[src/rtl/if_fetch_queue_if.sv]
// Fetch-unit bus: instruction-memory read port, decode handshake and redirect.
// The fetch unit uses the master view; memory/decode/branch logic uses the slave view.
interface if_fetch_queue_if #(
    parameter int XLEN = 32
);
    logic            i_redirect;
    logic [XLEN-1:0] i_redirect_pc;
    logic            o_imem_req;
    logic [XLEN-1:0] o_imem_addr;
    logic [31:0]     i_imem_rdata;
    logic            o_inst_valid;
    logic            i_inst_ready;
    logic [31:0]     o_inst;
    logic [XLEN-1:0] o_inst_pc;
    logic [XLEN-1:0] o_inst_pc4;

    modport master (
        input  i_redirect, i_redirect_pc, i_imem_rdata, i_inst_ready,
        output o_imem_req, o_imem_addr, o_inst_valid, o_inst, o_inst_pc, o_inst_pc4
    );

    modport slave (
        output i_redirect, i_redirect_pc, i_imem_rdata, i_inst_ready,
        input  o_imem_req, o_imem_addr, o_inst_valid, o_inst, o_inst_pc, o_inst_pc4
    );
endinterface

[src/rtl/if_fetch_queue.sv]
// Fetch stage with PC ownership, 1-cycle-latency imem reads and an FQ_DEPTH-entry
// instruction queue toward decode. FQ_DEPTH must be a power of two, >= 2.
module if_fetch_queue #(
    parameter int              XLEN     = 32,
    parameter logic [XLEN-1:0] RESET_PC = '0,
    parameter int              FQ_DEPTH = 2
) (
    input  logic                 i_clk,
    input  logic                 i_rstn,
    if_fetch_queue_if.master     bus
);
    localparam int PTR_W = $clog2(FQ_DEPTH);
    localparam int CNT_W = PTR_W + 1;

    logic [XLEN-1:0]  fetch_pc;
    logic             inflight;
    logic [XLEN-1:0]  inflight_pc;
    logic [PTR_W-1:0] rd_ptr;
    logic [PTR_W-1:0] wr_ptr;
    logic [CNT_W-1:0] count;
    logic [31:0]      q_inst [FQ_DEPTH];
    logic [XLEN-1:0]  q_pc   [FQ_DEPTH];

    logic             redirect;
    logic [XLEN-1:0]  redirect_tgt;
    logic             pop;
    logic             push;
    logic             issue;
    logic [CNT_W:0]   credit_used;

    assign redirect     = bus.i_redirect;
    assign redirect_tgt = bus.i_redirect_pc & ~XLEN'(3);

    assign bus.o_inst_valid = i_rstn & (count != '0) & ~redirect;
    assign pop              = bus.o_inst_valid & bus.i_inst_ready;

    // Slots already promised: queued entries plus the read in flight, minus the
    // one leaving this cycle. Using pop here keeps a full-rate stream at depth 2.
    assign credit_used = {1'b0, count} + (CNT_W+1)'(inflight) - (CNT_W+1)'(pop);
    assign issue       = i_rstn & ~redirect & (credit_used < (CNT_W+1)'(FQ_DEPTH));
    assign push        = inflight & ~redirect;

    assign bus.o_imem_req  = issue;
    assign bus.o_imem_addr = fetch_pc;

    assign bus.o_inst     = i_rstn ? q_inst[rd_ptr] : '0;
    assign bus.o_inst_pc  = i_rstn ? q_pc[rd_ptr]   : '0;
    assign bus.o_inst_pc4 = i_rstn ? (q_pc[rd_ptr] + XLEN'(4)) : '0;

    always_ff @(posedge i_clk) begin
        if (!i_rstn) begin
            fetch_pc <= RESET_PC;
            inflight <= 1'b0;
            rd_ptr   <= '0;
            wr_ptr   <= '0;
            count    <= '0;
        end else if (redirect) begin
            fetch_pc <= redirect_tgt;
            inflight <= 1'b0;
            rd_ptr   <= wr_ptr;
            count    <= '0;
        end else begin
            inflight <= issue;
            if (issue) begin
                fetch_pc <= fetch_pc + XLEN'(4);
            end
            if (push) begin
                wr_ptr <= wr_ptr + PTR_W'(1);
            end
            if (pop) begin
                rd_ptr <= rd_ptr + PTR_W'(1);
            end
            count <= count + CNT_W'(push) - CNT_W'(pop);
        end
    end

    // Datapath registers carry no reset; the control state above qualifies them.
    always_ff @(posedge i_clk) begin
        if (issue) begin
            inflight_pc <= fetch_pc;
        end
        if (i_rstn && push) begin
            q_inst[wr_ptr] <= bus.i_imem_rdata;
            q_pc[wr_ptr]   <= inflight_pc;
        end
    end

    a_no_overflow: assert property (@(posedge i_clk) disable iff (!i_rstn)
        !(push && (count == CNT_W'(FQ_DEPTH))));

endmodule

[src/flat_wrapper.sv]
// flat-port wrapper written by rule: the top's interface ports become plain ports
module if_fetch_queue_flat 
#(
    parameter int              XLEN     = 32,
    parameter logic [XLEN-1:0] RESET_PC = '0,
    parameter int              FQ_DEPTH = 2
)
  (i_clk, i_rstn, bus_i_redirect, bus_i_redirect_pc, bus_i_imem_rdata, bus_i_inst_ready, bus_o_imem_req, bus_o_imem_addr, bus_o_inst_valid, bus_o_inst, bus_o_inst_pc, bus_o_inst_pc4);
  if_fetch_queue_if #(.XLEN(XLEN)) bus_i ();
  input  logic i_clk;
  input  logic i_rstn;
  input wire logic [$bits(bus_i.i_redirect)-1:0] bus_i_redirect;
  input wire logic [$bits(bus_i.i_redirect_pc)-1:0] bus_i_redirect_pc;
  input wire logic [$bits(bus_i.i_imem_rdata)-1:0] bus_i_imem_rdata;
  input wire logic [$bits(bus_i.i_inst_ready)-1:0] bus_i_inst_ready;
  output wire logic [$bits(bus_i.o_imem_req)-1:0] bus_o_imem_req;
  output wire logic [$bits(bus_i.o_imem_addr)-1:0] bus_o_imem_addr;
  output wire logic [$bits(bus_i.o_inst_valid)-1:0] bus_o_inst_valid;
  output wire logic [$bits(bus_i.o_inst)-1:0] bus_o_inst;
  output wire logic [$bits(bus_i.o_inst_pc)-1:0] bus_o_inst_pc;
  output wire logic [$bits(bus_i.o_inst_pc4)-1:0] bus_o_inst_pc4;
  assign bus_i.i_redirect = bus_i_redirect;
  assign bus_i.i_redirect_pc = bus_i_redirect_pc;
  assign bus_i.i_imem_rdata = bus_i_imem_rdata;
  assign bus_i.i_inst_ready = bus_i_inst_ready;
  assign bus_o_imem_req = bus_i.o_imem_req;
  assign bus_o_imem_addr = bus_i.o_imem_addr;
  assign bus_o_inst_valid = bus_i.o_inst_valid;
  assign bus_o_inst = bus_i.o_inst;
  assign bus_o_inst_pc = bus_i.o_inst_pc;
  assign bus_o_inst_pc4 = bus_i.o_inst_pc4;
  if_fetch_queue #(.XLEN(XLEN), .RESET_PC(RESET_PC), .FQ_DEPTH(FQ_DEPTH)) u_core (.i_clk(i_clk), .i_rstn(i_rstn), .bus(bus_i));
endmodule
[config.mk]
export PLATFORM = sky130hd
export DESIGN_NAME = if_fetch_queue_flat
export DESIGN_NICKNAME = d
export VERILOG_FILES = /design/src/rtl/if_fetch_queue_if.sv /design/src/rtl/if_fetch_queue.sv /design/src/flat_wrapper.sv
export SDC_FILE = /design/constraint.sdc
export NUM_CORES = 1
export LEC_CHECK = 0
export CAP_MARGIN = 20
export CORE_MARGIN = 8
export CORE_UTILIZATION = 45
export CTS_CLUSTER_SIZE = 20
export DETAILED_ROUTE_END_ITERATION = 8
export PLACE_DENSITY = 0.73
export SETUP_SLACK_MARGIN = 0.02
export SLEW_MARGIN = 10
export SYNTH_ARGS = -nofsm -noshare
export SYNTH_HDL_FRONTEND = slang
export SYNTH_SLANG_ARGS = --single-unit
[constraint.sdc]
create_clock -name i_clk -period 12.5 [get_ports i_clk]
set_input_delay 1.875 -clock i_clk [delete_from_list [all_inputs] [get_ports i_clk]]
set_output_delay 1.875 -clock i_clk [all_outputs]
set_load 0.02 [all_outputs]
==> results.json, run 1 <==
{
  "yosysMostFrequentCell": "edfxtp_1",
  "drc": 0,
  "rows": 50,
  "cts_setup_buffers": 0,
  "globalplace.congestion": 0.822,
  "ys_types": 58,
  "die_h_um": 154,
  "cp-start-kind": "input pin",
  "cts.sinks": 190,
  "yosys_warnings": 0,
  "synth-main-ff-cell": "edfxtp_1",
  "grt_pass1_wl_um": 32100,
  "finalHoldViolCount": 0,
  "cp_slowest_cell": "clkdlybuf4s50_1",
  "grt_pass1_vias": 5978,
  "io_buffers": 189,
  "end_kind": "primary output",
  "drive_gt1_share_pct": 5.99,
  "status": "finished clean",
  "crit_type": "input pin to primary output",
  "ys_seq_elements": 190,
  "slew_violations": 0,
  "setup_tns_ps": 0,
  "netlist_top_cells_area": "edfxtp_1 54%, dfxtp_1 8.4%, mux2i_1 6.8%, nor2_1 4.0%, nand2_1 2.6%",
  "ios": 198,
  "synth_top_area_share_pct": 54.2,
  "cts_tree": "yes",
  "r2r-start": "u_core.count[1]$_SDFF_PN0_",
  "dr_total_vias": 6080,
  "wire_per_inst_um": 17.9,
  "core_mm2": 0.0186,
  "first_iter_violations": 343,
  "rsz0062_at_grt": "no",
  "dieArea_mm2": 0.0236,
  "ys_seq_area_share_pct": 62.6,
  "syn_area_per_cell_um2": 12.1,
  "h-tree-depth": 4,
  "antenna_found_initial": 0,
  "cts-buffers-inserted": 17,
  "arrival_ps": 5360,
  "reg2regPathDepth": 14,
  "clkSlewWorstSetupHoldPaths_ps": 70,
  "fp.dieW_um": 154,
  "clock_skew_ps": 5.62,
  "reg2reg_slack_ps": 9100,
  "syn_area_mm2": 0.00854,
  "grt_max_degree": 74,
  "holdCritPathClass": "register to register",
  "slew_headroom_pct": 32.4,
  "min_path_cells": 0,
  "r2r-end": "u_core.bus.o_imem_addr[14]$_SDFFE_PN0P_",
  "async_flop_share_pct": 0,
  "diodes": 0,
  "worstPathCellList": "clkdlybuf4s50_1 > buf_4 > nand2b_1 > nor2_1 > and2_1 > ha_1 > nand2b_1 > fa_1 > xnor2_1 > nand3_1 > buf_4 > clkinv_1 > clkdlybuf4s50_1",
  "vias_per_cell": 5.36,
  "synth_top_area_cell": "edfxtp_1",
  "clk_path_buf_depth": 2,
  "ant_nets": 0,
  "dp_slack_ps": 5290,
  "period_share_pct": 57.9,
  "fin_crit_ps": 7240,
  "areaGrowthSynthToFinish_pct": 31.6,
  "cts_hold_buf": 0,
  "syn_inst": 707,
  "wl_um": 20300,
  "cp_num_buf_inv": 5,
  "min_to": "u_core.q_pc[1][29]$_DFFE_PP_",
  "critPathRequiredTime_ps": 10620,
  "synth_common_cells": "154 x edfxtp_1, 92 x nor2_1, 58 x mux2i_1, 58 x nand2_1, 36 x dfxtp_1",
  "tightest_slew_ps": 1010,
  "critical_path.max_stage_delay_ps": 600,
  "grt_use_total_pct": 17.1,
  "firstDrtPassIters": 4,
  "synth_edf_count": 154,
  "ctsResizeCount": 0,
  "p_leak_uw": 0.00374,
  "globalRouteOverflowTotal": 0,
  "cp_top_family": "buffers and inverters",
  "start_util_pct": 45.8,
  "setup_viol": 0,
  "fmax_mhz": 138,
  "root_buffer": "clkbuf_16",
  "power_per_cell_area_mw_per_mm2": 128,
  "max-vdd-ir-drop_mv": 0.0951,
  "path_max_fanout": 29,
  "dp_hpwl_um": 14100,
  "cap_violations": 0,
  "clk_latency_ps": 420,
  "worstHoldStart": "u_core.inflight_pc[29]$_DFFE_PP_",
  "setup_ws_ps": 5260,
  "fillers": 1543,
  "final_net_count": 962
}
routing by layer:
metal / GRT usage [%] / part of all wire (%) / vias up
met2: 27.3 / 47 / 225
met3: 5.30 / 7.4 / 17
li1: - / - / 2992
met4: 5.74 / 1.6 / 0
met5: 0 / 0 / -
met1: 21.7 / 44 / 2846
sequential cells by signal, summed over array words and instances (netlist names), named ones only:
| signal | cells |
|---|---|
| u_core.wr_ptr | 1 |
| u_core.count | 2 |
| u_core.q_inst | 64 |
| u_core.inflight | 1 |
| u_core.bus.o_imem_addr | 30 |
| u_core.q_pc | 60 |
| u_core.inflight_pc | 30 |
| u_core.rd_ptr | 1 |
cell families (layout without fill, tap and decap cells):
group,after synthesis,count (layout),share of synthesized area [%]
and+or+nand+nor,260,260,14.7
DFF,190,190,62.6
AOI/OAI and AO/OA,99,99,7.81
muxes,66,66,7.86
buffers and inverters,55,244,2.87
xor gates and xnor gates,30,30,3.08
adders and majority gates,6,6,0.967
other,1,6,0.0439
worst reg2reg max path, delay by kind of cell (launching register included):
family / cells / cell delay, ps
fa+ha+maj: 2 / 630
xor+xnor: 1 / 220
mux: 1 / 300
compound gates: 1 / 130
buf+inv: 3 / 700
flops: 1 / 440
simple gates: 6 / 900
cell type report:
| type | count | area [um^2] | area share [%] |
|---|---|---|---|
| sequential | 190 | 5350 | 47.6 |
| timing repair buffer | 198 | 1960 | 17.4 |
| clock buffer | 18 | 429 | 3.82 |
| inverter | 14 | 53.8 | 0.479 |
| clock inverter | 14 | 180 | 1.60 |
| tap | 234 | 293 | 2.61 |
| multi-input combinational | 467 | 2970 | 26.4 |
where the power goes:
| group | leakage, uW | internal [uW] | switching, uW | total [uW] |
|---|---|---|---|---|
| Combinational | 0.00174 | 78.8 | 86.6 | 165 |
| Sequential | 0.00171 | 702 | 19.1 | 721 |
| Clock | 0.000291 | 319 | 235 | 554 |
cell usage in the layout (no fill, tap or decap), types with 3 or more instances in the layout:
cell type	count
clkdlybuf4s50_1	189
edfxtp_1	154
nor2_1	92
mux2i_1	58
nand2_1	58
dfxtp_1	35
xnor2_1	23
o21ai_0	22
nand3_1	20
nand4_1	19
a21oi_1	18
clkbuf_16	17
nor3_1	14
and2_1	13
inv_1	12
a31oi_1	11
o31ai_1	10
buf_4	9
a211oi_1	8
mux2_2	7
nor4_1	7
xor2_1	7
nand4b_1	6
conb_1	6
and4_1	5
o311ai_0	5
ha_1	5
nand3b_1	4
and3_1	4
inv_6	4
o21a_1	3
clkinv_1	3
or3_1	3
bufinv_16	3
per-stage QoR:
stage	instance area, um^2	total power [uW]	util (%)	std cells	hold slack (ps)
6_report	11200	1440	60.3	1135	446
5_1_grt	11200	1500	60.3	1135	452
4_1_cts	11200	1460	60.3	1135	445
3_5_place_dp	10600	902	57.0	1103	429
3_3_place_gp	10600	899	57.0	1103	424
2_1_floorplan	8550	819	-	712	421
worst max-delay path by stage:
| stage | end | slack (ps) | cells past startpoint | start |
|---|---|---|---|---|
| after floorplan | u_core.q_inst[0][0]$_DFFE_PP_ | 3290 | 5 | i_rstn |
| after global placement | bus_o_imem_req | 5320 | 13 | i_rstn |
| after detailed placement | bus_o_imem_req | 5290 | 13 | i_rstn |
| after CTS | bus_o_imem_req | 5250 | 13 | i_rstn |
| after global routing | bus_o_imem_req | 4990 | 13 | i_rstn |
| final | bus_o_imem_req | 5260 | 13 | i_rstn |
Note: power is estimated with default switching activity, not from simulation.
==> run 2, diff against run 1 <==
--- a/config.mk
+++ b/config.mk
@@ -10,7 +10,7 @@
 export CORE_UTILIZATION = 45
 export CTS_CLUSTER_SIZE = 20
 export DETAILED_ROUTE_END_ITERATION = 8
-export PLACE_DENSITY = 0.73
+export PLACE_DENSITY = 0.76
 export SETUP_SLACK_MARGIN = 0.02
 export SLEW_MARGIN = 10
 export SYNTH_ARGS = -nofsm -noshare
==> constraint.sdc (replaced) <==
create_clock -name i_clk -period 5.86 [get_ports i_clk]
set_input_delay 0.879 -clock i_clk [delete_from_list [all_inputs] [get_ports i_clk]]
set_output_delay 0.879 -clock i_clk [all_outputs]
set_load 0.02 [all_outputs]
==> run 2 against run 1 <==
  * Clock-buffer cell count is 1 higher
  * Utilization down 0.25 points
  * Global-route usage fell by 0.12 points
  * Via count is 0.35% higher
  * Non-clock buffer count up 2
==> results.json, run 2 (synthesis results as in run 1) <==
{
  "areaGrowthSynthToFinish_pct": 31.1,
  "arrival_ps": 3940,
  "regMostFlops": "u_core.q_inst",
  "cts_hold_buf": 0,
  "cts.sinks": 190,
  "fp.dieW_um": 154,
  "ctsResizeCount": 0,
  "fillers": 1531,
  "switching_power_uw": 735,
  "dr_total_vias": 6101,
  "max-vdd-ir-drop_mv": 0.187,
  "firstDrtPassIters": 5,
  "dieArea_mm2": 0.0236,
  "io_buffers": 189,
  "fmax_mhz": 208,
  "status": "finished clean",
  "end_kind": "primary output",
  "cap_violations": 0,
  "dp_hpwl_um": 14600,
  "placed_area_mm2": 0.0107,
  "start_util_pct": 45.8,
  "wire_per_inst_um": 17.8,
  "p_clk_share_pct": 35.9,
  "grt_max_degree": 70,
  "clk_path_buf_depth": 2,
  "tightest_slew_ps": 1010,
  "antenna_found_initial": 0,
  "drc": 0,
  "setup_tns_ps": 0,
  "setup_viol": 0,
  "final_area_mm2": 0.0112,
  "clk_latency_ps": 420,
  "final_net_count": 964,
  "grt_use_total_pct": 17.0,
  "rows": 50,
  "crit_type": "input pin to primary output",
  "globalplace.congestion": 0.803,
  "layout_commonest_cell": "clkdlybuf4s50_1",
  "h-tree-depth": 4,
  "globalRouteOverflowTotal": 0,
  "dp_slack_ps": 1030,
  "fin_crit_ps": 4820,
  "dp.cells": 1105,
  "p_int_uw": 2220,
  "swShare_pct": 24.9,
  "period_share_pct": 82.2,
  "path_max_fanout": 19,
  "grt_pass1_wl_um": 32000,
  "ios": 198,
  "instances_no_fill": 1137,
  "holdCritPathClass": "register to register",
  "grt_pass1_vias": 5937,
  "setup_ws_ps": 1040,
  "diodes": 0,
  "slew_violations": 0,
  "rsz0062_at_grt": "no",
  "wl_um": 20200,
  "root_buffer": "clkbuf_16",
  "critPathRequiredTime_ps": 4980,
  "layout_common_cells": "189 x clkdlybuf4s50_1, 154 x edfxtp_1, 92 x nor2_1",
  "finalHoldViolCount": 0,
  "clkSlewWorstSetupHoldPaths_ps": 70,
  "clock_skew_ps": 12.2,
  "cts-buffers-inserted": 17,
  "reg_top3": "u_core.q_inst: 64 flops, u_core.q_pc: 60 flops",
  "first_iter_violations": 288,
  "core_mm2": 0.0186,
  "ant_nets": 0,
  "cts_tree": "yes",
  "cp-start-kind": "input pin",
  "vias_per_cell": 5.37,
  "die_h_um": 154,
  "slew_headroom_pct": 32.3,
  "drive_gt1_share_pct": 6.31,
  "combPwrFrac_pct": 11.8,
  "cts_setup_buffers": 0,
  "pwr-share-seq_pct": 52.2,
  "power_per_cell_area_mw_per_mm2": 264,
  "p_leak_uw": 0.00372,
  "largest_register_ffs": 64
}
==> run 2: changes by cell type in the layout (fill, tap and decap cells not counted), moves of 2 or more <==
cell        previous run  this run
buf_4                  9        11
clkinv_1               3         1
bufinv_16              3         0
clkinvlp_4             2         4
==> run 2: worst max-delay path, stage by stage <==
cell	delay, ps
clkdlybuf4s50_1	420
nand2b_1	250
nor2_1	170
and2_1	210
ha_1	260
nand2b_1	160
fa_1	380
xnor2_1	220
nand3_1	110
buf_4	210
clkinv_1	70
clkdlybuf4s50_1	600
==> run 2: final cells by class <==
| class | instances | area, um^2 | share of cell area [%] |
|---|---|---|---|
| clock buffers | 19 | 433 | 3.87 |
| clock inverters | 13 | 106 | 0.950 |
| flip-flops and latches | 190 | 5350 | 47.8 |
| multi-input cells | 467 | 2980 | 26.6 |
| well taps | 234 | 293 | 2.62 |
| repair buffers | 200 | 1970 | 17.6 |
| inverters | 14 | 53.8 | 0.481 |
==> run 2: power groups by stage <==
stage / sequential (uW) / combinational, uW / clock, uW
after floorplan: 1570 / 176 / 0
after global placement: 1570 / 349 / 0
after detailed placement: 1570 / 353 / 0
after CTS: 1540 / 354 / 1080
after global routing: 1550 / 375 / 1140
final: 1540 / 350 / 1060
==> run 2: per-layer routing <==
layer / vias to the layer above / wire length, um / track usage [%] / share of wire [%]
li1: 2990 / - / - / -
met1: 2875 / 9100 / 22.0 / 45
met2: 213 / 9410 / 26.9 / 47
met3: 23 / 1340 / 4.40 / 6.6
met4: 0 / 364 / 6.25 / 1.8
met5: - / 0 / 0 / 0
==> run 2: worst paths after layout <==
kind,from,to,slack [ps],depth (start not counted)
setup reg to reg,u_core.count[1]$_SDFF_PN0_,u_core.bus.o_imem_addr[19]$_SDFFE_PN0P_,2550,12
hold reg to reg,u_core.inflight_pc[8]$_DFFE_PP_,u_core.q_pc[0][8]$_DFFE_PP_,450,0
setup / recovery,bus_i_redirect,bus_o_imem_req,1040,12
hold / removal,u_core.inflight_pc[8]$_DFFE_PP_,u_core.q_pc[0][8]$_DFFE_PP_,450,0
==> run 2: stage by stage <==
stage | util (%) | hold slack (ps) | power, uW
after floorplan | - | 421 | 1750
after global placement | 57.1 | 423 | 1920
after detailed placement | 57.1 | 429 | 1930
after CTS | 60.0 | 445 | 2980
after global routing | 60.0 | 450 | 3060
final | 60.0 | 448 | 2950
==> run 3, diff against run 2 <==
==> constraint.sdc (replaced) <==
create_clock -name i_clk -period 4.3 [get_ports i_clk]
set_input_delay 0.645 -clock i_clk [delete_from_list [all_inputs] [get_ports i_clk]]
set_output_delay 0.645 -clock i_clk [all_outputs]
set_load 0.02 [all_outputs]
==> run 3 against run 2 <==
  * Critical endpoint is now bus_o_inst_pc4[31]
  * Register-to-register slack worse by 1600 ps
  * Critical path depth is 5 lower
  * Global-route usage is 0.69 points higher
  * Critical path type is now register to primary output
  * Largest power group unchanged
==> results.json, run 3 (synthesis results as in run 1) <==
{
  "p_leak_uw": 0.00381,
  "drive_gt1_share_pct": 7.14,
  "ant_nets": 0,
  "layout_commonest_cell": "clkdlybuf4s50_1",
  "cts_hold_buf": 0,
  "end_kind": "primary output",
  "largest_register_ffs": 64,
  "placed_area_mm2": 0.0107,
  "h-tree-depth": 4,
  "fp.dieW_um": 154,
  "clkSlewWorstSetupHoldPaths_ps": 70,
  "slew_headroom_pct": 32.4,
  "rows": 50,
  "arrival_ps": 3270,
  "fmax_mhz": 256,
  "root_buffer": "clkbuf_16",
  "finalHoldViolCount": 0,
  "dieArea_mm2": 0.0236,
  "instances_no_fill": 1145,
  "antenna_found_initial": 0,
  "clock_skew_ps": 10.9,
  "cp-start-kind": "register",
  "wl_um": 21400,
  "core_mm2": 0.0186,
  "switching_power_uw": 965,
  "dp.cells": 1112,
  "slew_violations": 0,
  "critPathRequiredTime_ps": 3650,
  "swShare_pct": 23.7,
  "tightest_slew_ps": 1010,
  "die_h_um": 154,
  "clk_latency_ps": 420,
  "fin_crit_ps": 3910,
  "ios": 198,
  "dr_total_vias": 6228,
  "cts.sinks": 190,
  "combPwrFrac_pct": 12.2,
  "layout_common_cells": "188 x clkdlybuf4s50_1, 154 x edfxtp_1, 92 x nor2_1",
  "grtUsageMet3_pct": 3.84,
  "globalRouteOverflowTotal": 0,
  "final_area_mm2": 0.0113,
  "final_net_count": 972,
  "grt_busiest_layer": "met2",
  "start_util_pct": 45.8,
  "vias_per_cell": 5.44,
  "cap_violations": 0,
  "grtUsageMet2_pct": 28.9,
  "fillers": 1526,
  "grt_pass1_wl_um": 33400,
  "grt_use_total_pct": 17.7,
  "regMostFlops": "u_core.q_inst",
  "power_per_cell_area_mw_per_mm2": 360,
  "p_int_uw": 3100,
  "globalplace.congestion": 0.803,
  "max-vdd-ir-drop_mv": 0.280,
  "firstDrtPassIters": 5,
  "io_buffers": 189,
  "dp_hpwl_um": 15300,
  "diodes": 0,
  "pwr-share-seq_pct": 51.6,
  "crit_type": "register to primary output",
  "status": "finished clean",
  "wire_per_inst_um": 18.7,
  "grt_pass1_vias": 6198,
  "period_share_pct": 91.0,
  "met1_usage_pct": 22.7,
  "cts_tree": "yes",
  "areaGrowthSynthToFinish_pct": 32.4,
  "cts-buffers-inserted": 17,
  "rsz0062_at_grt": "no",
  "clk_path_buf_depth": 2,
  "first_iter_violations": 379,
  "path_max_fanout": 25,
  "grt_max_degree": 63,
  "p_clk_share_pct": 36.2,
  "drc": 0,
  "setup_viol": 0,
  "reg_top3": "u_core.q_inst: 64 flops, u_core.q_pc: 60 flops",
  "holdCritPathClass": "register to register",
  "setup_tns_ps": 0
}
==> run 3: changes by cell type in the layout (fill, tap and decap cells not counted), moves of 2 or more <==
cell	change
buf_4	+5
clkinvlp_4	-4
buf_12	+3
inv_4	+3
clkbuf_2	+2
inv_6	-2
inv_8	-2
==> run 3: worst max-delay path: stages, from the launching register on <==
cell and delay [ps]:
dfxtp_4 540, buf_4 260, nand3_1 120, a222oi_1 390
nand3_1 240, nor4_1 410, mux2_1 360, clkdlybuf4s50_1 540
==> run 3: cell type report <==
| cell class | instances | area, um^2 | area share [%] |
|---|---|---|---|
| clock buffers | 23 | 460 | 4.08 |
| flip-flops and latches | 190 | 5350 | 47.3 |
| inverters | 14 | 55.1 | 0.487 |
| well taps | 234 | 293 | 2.59 |
| clock inverters | 9 | 85.1 | 0.753 |
| multi-input cells | 467 | 2980 | 26.4 |
| repair buffers | 208 | 2070 | 18.4 |
==> run 3: power by group through the flow <==
| stage | clock [uW] | sequential [uW] | combinational [uW] |
|---|---|---|---|
| final | 1470 | 2100 | 496 |
| after global routing | 1570 | 2100 | 531 |
| after CTS | 1500 | 2100 | 494 |
| after detailed placement | 0 | 2140 | 492 |
| after global placement | 0 | 2140 | 485 |
| after floorplan | 0 | 2140 | 240 |
==> run 3: per-stage QoR <==
stage,util [%],worst slack [ps],total power (uW),hold slack (ps)
2_1_floorplan,-,306,2380,421
3_3_place_gp,57.6,205,2620,423
3_5_place_dp,57.6,177,2630,435
4_1_cts,60.5,150,4090,444
5_1_grt,60.6,142,4210,452
6_report,60.6,388,4060,443
==> run 3: final timing paths <==
kind / startpoint / depth (start not counted) / to / slack (ps)
setup / recovery: register / 7 / bus_o_inst_pc4[31] / 390
hold / removal: u_core.inflight_pc[30]$_DFFE_PP_ / 0 / u_core.q_pc[0][30]$_DFFE_PP_ / 440
setup reg to reg: u_core.count[1]$_SDFF_PN0_ / 12 / u_core.bus.o_imem_addr[23]$_SDFFE_PN0P_ / 920
hold reg to reg: u_core.inflight_pc[30]$_DFFE_PP_ / 0 / u_core.q_pc[0][30]$_DFFE_PP_ / 440
==> run 3: routing by layer <==
layer  up-vias  share of wire (%)
met5         -                  0
met4         0                2.1
met3        29                6.1
met2       223                 48
met1      2955                 44
li1       3021                  -
==> run 3: timing repair <==
action,in CTS,in global routing
gates resized for setup,0,1
setup endpoints to repair,0,2
setup buffers,0,1
